===== src/rtl/ysyx_22050368_wbck_pkg.sv =====
// Shared widths and source tags for the writeback stage.
// Defaults mirror the core-wide register file geometry.
package ysyx_22050368_wbck_pkg;

  localparam int WBCK_XLEN         = 64;
  localparam int WBCK_RFIDX_WIDTH  = 5;
  localparam int WBCK_RFREG_NUM    = 32;
  localparam int WBCK_STARVE_LIMIT = 2;

  typedef enum logic {
    WBCK_SRC_ALU = 1'b0,
    WBCK_SRC_LSU = 1'b1
  } wbck_src_e;

  function automatic int streak_width(input int limit);
    return (limit > 0) ? $clog2(limit + 1) : 1;
  endfunction

endpackage


===== src/rtl/ysyx_22050368_wbck_scoreboard.sv =====
// Busy bits for in-flight load destinations and decoder hazard lookup.
// x0 is never marked busy, so it can never raise a hazard.
module ysyx_22050368_wbck_scoreboard
  import ysyx_22050368_wbck_pkg::*;
#(
  parameter int RFIDX_WIDTH = WBCK_RFIDX_WIDTH,
  parameter int RFREG_NUM   = WBCK_RFREG_NUM
) (
  input  logic                   clk,
  input  logic                   rst,
  input  logic                   i_set_vld,
  input  logic [RFIDX_WIDTH-1:0] i_set_idx,
  input  logic                   i_clr_vld,
  input  logic [RFIDX_WIDTH-1:0] i_clr_idx,
  input  logic                   i_wb_wen,
  input  logic [RFIDX_WIDTH-1:0] i_wb_idx,
  input  logic [RFIDX_WIDTH-1:0] i_rs1_idx,
  input  logic [RFIDX_WIDTH-1:0] i_rs2_idx,
  input  logic [RFIDX_WIDTH-1:0] i_rd_idx,
  output logic                   o_hazard
);

  logic [RFREG_NUM-1:0] r_busy;
  logic [RFREG_NUM-1:0] w_set;
  logic [RFREG_NUM-1:0] w_clr;
  logic                 w_busy_hit;
  logic                 w_wb_hit;

  always_comb begin
    w_set = '0;
    w_clr = '0;
    if (i_set_vld && (i_set_idx != '0))
      w_set[i_set_idx] = 1'b1;
    if (i_clr_vld)
      w_clr[i_clr_idx] = 1'b1;
  end

  // A reissue landing on the clearing edge keeps the register busy.
  always_ff @(posedge clk or posedge rst) begin
    if (rst)
      r_busy <= '0;
    else
      r_busy <= (r_busy & ~w_clr) | w_set;
  end

  assign w_busy_hit = r_busy[i_rs1_idx]
                    | r_busy[i_rs2_idx]
                    | r_busy[i_rd_idx];

  // Result sitting in the output register is not yet in the file.
  assign w_wb_hit = i_wb_wen
                  & (i_wb_idx != '0)
                  & ((i_wb_idx == i_rs1_idx)
                  |  (i_wb_idx == i_rs2_idx));

  assign o_hazard = w_busy_hit | w_wb_hit;

endmodule


===== src/rtl/ysyx_22050368_wbck.sv =====
// Writeback arbiter (LSU priority with ALU anti-starvation),
// registered register-file write port and load scoreboard.
module ysyx_22050368_wbck
  import ysyx_22050368_wbck_pkg::*;
#(
  parameter int XLEN         = WBCK_XLEN,
  parameter int RFIDX_WIDTH  = WBCK_RFIDX_WIDTH,
  parameter int RFREG_NUM    = WBCK_RFREG_NUM,
  parameter int STARVE_LIMIT = WBCK_STARVE_LIMIT
) (
  input  logic                   clk,
  input  logic                   rst,
  input  logic                   alu_wbck_valid,
  output logic                   alu_wbck_ready,
  input  logic [RFIDX_WIDTH-1:0] alu_wbck_idx,
  input  logic [XLEN-1:0]        alu_wbck_dat,
  input  logic                   lsu_wbck_valid,
  output logic                   lsu_wbck_ready,
  input  logic [RFIDX_WIDTH-1:0] lsu_wbck_idx,
  input  logic [XLEN-1:0]        lsu_wbck_dat,
  input  logic                   lsu_issue_valid,
  input  logic [RFIDX_WIDTH-1:0] lsu_issue_idx,
  input  logic [RFIDX_WIDTH-1:0] dec_rs1_idx,
  input  logic [RFIDX_WIDTH-1:0] dec_rs2_idx,
  input  logic [RFIDX_WIDTH-1:0] dec_rd_idx,
  output logic                   dec_hazard,
  output logic                   wbck_dest_wen,
  output logic [RFIDX_WIDTH-1:0] wbck_dest_idx,
  output logic [XLEN-1:0]        wbck_dest_dat
);

  localparam int SW = streak_width(STARVE_LIMIT);
  localparam logic [SW-1:0] LIM = SW'(STARVE_LIMIT);

  logic [SW-1:0]          r_streak;
  logic                   r_wen;
  logic [RFIDX_WIDTH-1:0] r_idx;
  logic [XLEN-1:0]        r_dat;
  wbck_src_e              r_src;

  logic                   w_both;
  logic                   w_starved;
  logic                   w_alu_gnt;
  logic                   w_lsu_gnt;
  logic                   w_gnt;
  logic [RFIDX_WIDTH-1:0] w_sel_idx;
  logic [XLEN-1:0]        w_sel_dat;
  wbck_src_e              w_sel_src;

  assign w_both    = alu_wbck_valid & lsu_wbck_valid;
  assign w_starved = (r_streak == LIM);

  // Ready is the grant itself: valids plus streak, never data.
  assign w_lsu_gnt = ~rst & lsu_wbck_valid
                   & ~(alu_wbck_valid & w_starved);
  assign w_alu_gnt = ~rst & alu_wbck_valid
                   & (~lsu_wbck_valid | w_starved);
  assign w_gnt     = w_alu_gnt | w_lsu_gnt;

  assign alu_wbck_ready = w_alu_gnt;
  assign lsu_wbck_ready = w_lsu_gnt;

  always_comb begin
    w_sel_idx = alu_wbck_idx;
    w_sel_dat = alu_wbck_dat;
    w_sel_src = WBCK_SRC_ALU;
    if (w_lsu_gnt) begin
      w_sel_idx = lsu_wbck_idx;
      w_sel_dat = lsu_wbck_dat;
      w_sel_src = WBCK_SRC_LSU;
    end
  end

  // Counts LSU wins over a waiting ALU; any other cycle clears it.
  always_ff @(posedge clk or posedge rst) begin
    if (rst)
      r_streak <= '0;
    else if (w_both && !w_starved)
      r_streak <= r_streak + SW'(1);
    else
      r_streak <= '0;
  end

  always_ff @(posedge clk or posedge rst) begin
    if (rst) begin
      r_wen <= 1'b0;
      r_idx <= '0;
      r_dat <= '0;
      r_src <= WBCK_SRC_ALU;
    end else begin
      r_wen <= w_gnt & (w_sel_idx != '0);
      if (w_gnt) begin
        r_idx <= w_sel_idx;
        r_dat <= w_sel_dat;
        r_src <= w_sel_src;
      end
    end
  end

  assign wbck_dest_wen = r_wen;
  assign wbck_dest_idx = r_idx;
  assign wbck_dest_dat = r_dat;

  ysyx_22050368_wbck_scoreboard #(
    .RFIDX_WIDTH (RFIDX_WIDTH),
    .RFREG_NUM   (RFREG_NUM)
  ) u_scoreboard (
    .clk       (clk),
    .rst       (rst),
    .i_set_vld (lsu_issue_valid),
    .i_set_idx (lsu_issue_idx),
    .i_clr_vld (r_wen & (r_src == WBCK_SRC_LSU)),
    .i_clr_idx (r_idx),
    .i_wb_wen  (r_wen),
    .i_wb_idx  (r_idx),
    .i_rs1_idx (dec_rs1_idx),
    .i_rs2_idx (dec_rs2_idx),
    .i_rd_idx  (dec_rd_idx),
    .o_hazard  (dec_hazard)
  );

endmodule

===== config.mk =====
export PLATFORM = sky130hd
export DESIGN_NAME = ysyx_22050368_wbck
export DESIGN_NICKNAME = d
export VERILOG_FILES = /design/src/rtl/ysyx_22050368_wbck_pkg.sv /design/src/rtl/ysyx_22050368_wbck_scoreboard.sv /design/src/rtl/ysyx_22050368_wbck.sv
export SDC_FILE = /design/constraint.sdc
export NUM_CORES = 1
export LEC_CHECK = 0
export ABC_AREA = 1
export CORE_ASPECT_RATIO = 0.8
export CORE_MARGIN = 2
export CORE_UTILIZATION = 44
export DETAILED_ROUTE_END_ITERATION = 16
export PLACE_DENSITY = 0.8
export SLEW_MARGIN = 20
export SYNTH_ARGS = -nofsm -noshare
export SYNTH_HDL_FRONTEND = slang
export SYNTH_SLANG_ARGS = --single-unit

===== constraint.sdc =====
create_clock -name clk -period 4.9 [get_ports clk]
set_clock_uncertainty 0.2 [all_clocks]
set_input_delay 0.98 -clock clk [delete_from_list [all_inputs] [get_ports clk]]
set_output_delay 0.98 -clock clk [all_outputs]
set_load 0.005 [all_outputs]

==> out/metrics.csv <==
stage;metric;value;unit
power;total net switching power;938;uW
synthesis;Mapped Cells;817;
clocking;post_cts resized;0;
sta;setup TNS;0;ps
finish;Area growth, synth to finish;45.4;%
critical_path;Startpoint Class;primary input;
placed_design;IO buf count;235;
finish;fill count;1145;
global_routing;first-pass GRT wire length;34.1;mm
critical_path;critical path type;in2out;
floorplanning;die area;14400;um^2
clocking;hold-fix buffer count after cts;0;
synthesis;Synth area leaders;dfrtp_1, nand2_1, nand3_1, o21ai_0, a21oi_1;
sta;min Tclk post-route;4200;ps
global_routing;largest net degree at the start of global routing;71;
sta;Slew @ Worst Pin;785;ps
finish;Finished Cell Area;8600;um^2
synthesis;register area share after synthesis;44.4;%
global_routing;met3 Use GR;10.6;%
power;Net Sw Frac;33.8;%
critical_path;reg2reg start;r_streak[0]$_DFF_PP0_;
clocking;clock sink count;105;
floorplanning;die width;134;um
synthesis;Yosys cell types;27;
sta;final worst slack;699;ps
sta;hold_ws;256;ps
synthesis;most used flip-flop cell after synthesis;dfrtp_1;
critical_path;CP required;3720;ps
global_routing;layer with the highest usage;met2;
route;1st-pass router iterations;5;
sta;final period utilization;85.7;%
power;Pwr Total;2.78;mW
global_routing;gr usage total;30.6;%
sta;fin. max-slew vios;0;
power;Clk pwr share;26.3;%
synthesis;EDFF count, synth;0;
clocking;CTS tree;yes;
floorplanning;row count;37;
power;design internal power;1.84;mW
global_routing;GR Layer Usage met2;50.8;%
finish;share of layout cells above drive strength 1;3.49;%
power;Max rail drop VDD;197;uV
synthesis;post-synth top area share;44.4;%
clocking;worst skew pair latency;350;ps
critical_path;Critical Path End Type;primary output;
finish;# nets final;1191;
clocking;clock buffer depth;2;
power;Logic pwr share;32.4;%
route;Final ANT Viol Nets;0;
clocking;Root Driver;clkbuf_16;
synthesis;Synth area leader;dfrtp_1;
global_routing;met1 Use GR;37.7;%
placed_design;pre-CTS WS;701;ps
synthesis;Synth Cell Area;5920;um^2
route;DRC viols;0;
clocking;H-tree depth;3;
critical_path;Critical Path AT;3020;ps
run;maxcap violations;0;
route;final wirelength;21.3;mm
route;DR vias/cell;5.32;
clocking;total CTS buffers;9;
global_routing;number of global-route vias before repair;6463;
floorplanning;Starting Density;45.5;%
floorplanning;I/O pin total;236;
critical_path;crit path from;dec_rs1_idx[0];
placed_design;Final GP Congestion;0.991;
global_routing;gr ovfl total;0;
synthesis;Avg Cell Area, Syn;7.24;um^2
run_status;outcome;finished clean;
placed_design;placed cell areas;8290;um^2
sta;Slew HR;47.7;%
sta;RSZ-0062 raised after global routing;no;
sta;Final Hold Vio Count;0;
worst_hold_path;HP Class;reg2reg;
sta;Final Setup Violations;0;
route;vias;6421;
power;PwrDens;323;nW/um^2
global_routing;antenna violations before repair;1;
clocking;# Post-CTS Setup Buffers;0;
synthesis;Yosys warnings;0;
placed_design;Post-DP HPWL;15.8;mm
synthesis;Post-synth ARST share;100;%
power;cell leakage power;3.83;nW
synthesis;Synthesized Nets;981;
power;Seq pwr share;41.3;%
floorplanning;Die H;108;um
floorplanning;Core ar.;13000;um^2
synthesis;Yosys reg bits;105;
route;DR WL/cell;17.6;um
critical_path;Crit Path Max Fanout;12;
clocking;Worst-path clk slew;80;ps
sta;Peak Freq;238;MHz
route;DR iter-0 viols;568;
worst_hold_path;Hold Startpoint;r_streak[0]$_DFF_PP0_;
-- power groups by stage --
stage | clock network (mW) | registers [mW] | logic, mW
6_report | 0.731 | 1.15 | 0.900
5_1_grt | 0.775 | 1.17 | 0.995
4_1_cts | 0.742 | 1.14 | 0.891
3_5_place_dp | 0 | 1.16 | 0.887
3_3_place_gp | 0 | 1.15 | 0.887
2_1_floorplan | 0 | 1.13 | 0.431
-- state kept, by name (all words and copies together), names as in the netlist --
register             flops
wbck_dest_dat           64
u_scoreboard.r_busy     32
wbck_dest_idx            5
r_streak                 2
r_src                    1
wbck_dest_wen            1
-- path summary, 6_finish.rpt --
check	cells past startpoint	slack (ps)	end
max	11	700	dec_hazard
min	1	260	r_streak[0]$_DFF_PP0_
max reg2reg	9	2150	wbck_dest_dat[50]$_DFFE_PP0P_
min reg2reg	1	260	r_streak[0]$_DFF_PP0_
max in group asynchronous	3	2800	u_scoreboard.r_busy[4]$_DFF_PP0_
min in group asynchronous	2	960	wbck_dest_dat[22]$_DFFE_PP0P_
-- worst max-delay path, stage by stage --
cell	delay, ps
clkdlybuf4s50_1	670
buf_4	260
xor2_1	80
a21oi_1	130
nand3_1	80
nand2_1	70
nand2_1	70
nand2_1	70
nor2_1	40
nand2_1	60
clkdlybuf4s50_1	500
-- cell usage after synthesis (4+ instances only) --
cell,number
nor2_1,76
a21oi_1,73
nand3_1,84
buf_4,14
o21ai_0,78
dfrtp_1,105
buf_6,5
inv_1,58
clkbuf_1,4
nand2_1,207
mux2i_1,5
buf_2,24
xor2_1,5
o21ai_1,59
-- metrics by stage --
stage	util, %	instances
final	66.1	1208
after global routing	66.1	1208
after CTS	66.1	1207
after floorplan	-	817
after detailed placement	63.7	1191
after global placement	63.7	1191
-- logic make-up after synthesis --
logic type / share of synthesized area, %
xor+xnor: 1.04
flops: 44.4
compound gates: 18.2
buf+inv: 9.05
mux: 0.846
simple gates: 26.2
fa+ha+maj: 0.211
-- cell type report --
class                      count  area (um^2)  area share [%]
antenna                        1         2.50          0.0291
clock buffer                  10          239            2.78
clock inverter                 6         70.1           0.815
inverter                      63          241            2.81
multi-input combinational    602         2750            32.0
sequential                   105         2630            30.5
tap                          175          219            2.55
timing repair buffer         246         2450            28.5
-- routing by layer --
metal	up-vias	part of all wire (%)
li1	3098	-
met1	2983	39
met2	299	48
met3	41	10
met4	0	2.7
met5	-	0
-- layout by cell type, fill, tap and decap left out, drive strengths merged, types with 2 or more instances in the layout --
cell type / count
inv: 65
clkbuf: 10
clkdlybuf4s50: 235
nor3: 4
a21oi: 73
xnor2: 2
dfrtp: 105
mux2i: 5
nand2: 208
xor2: 5
o211ai: 3
o21ai: 137
clkinv: 4
nand3: 84
buf: 11
nor2: 78
(Power assumes the default switching activity.)
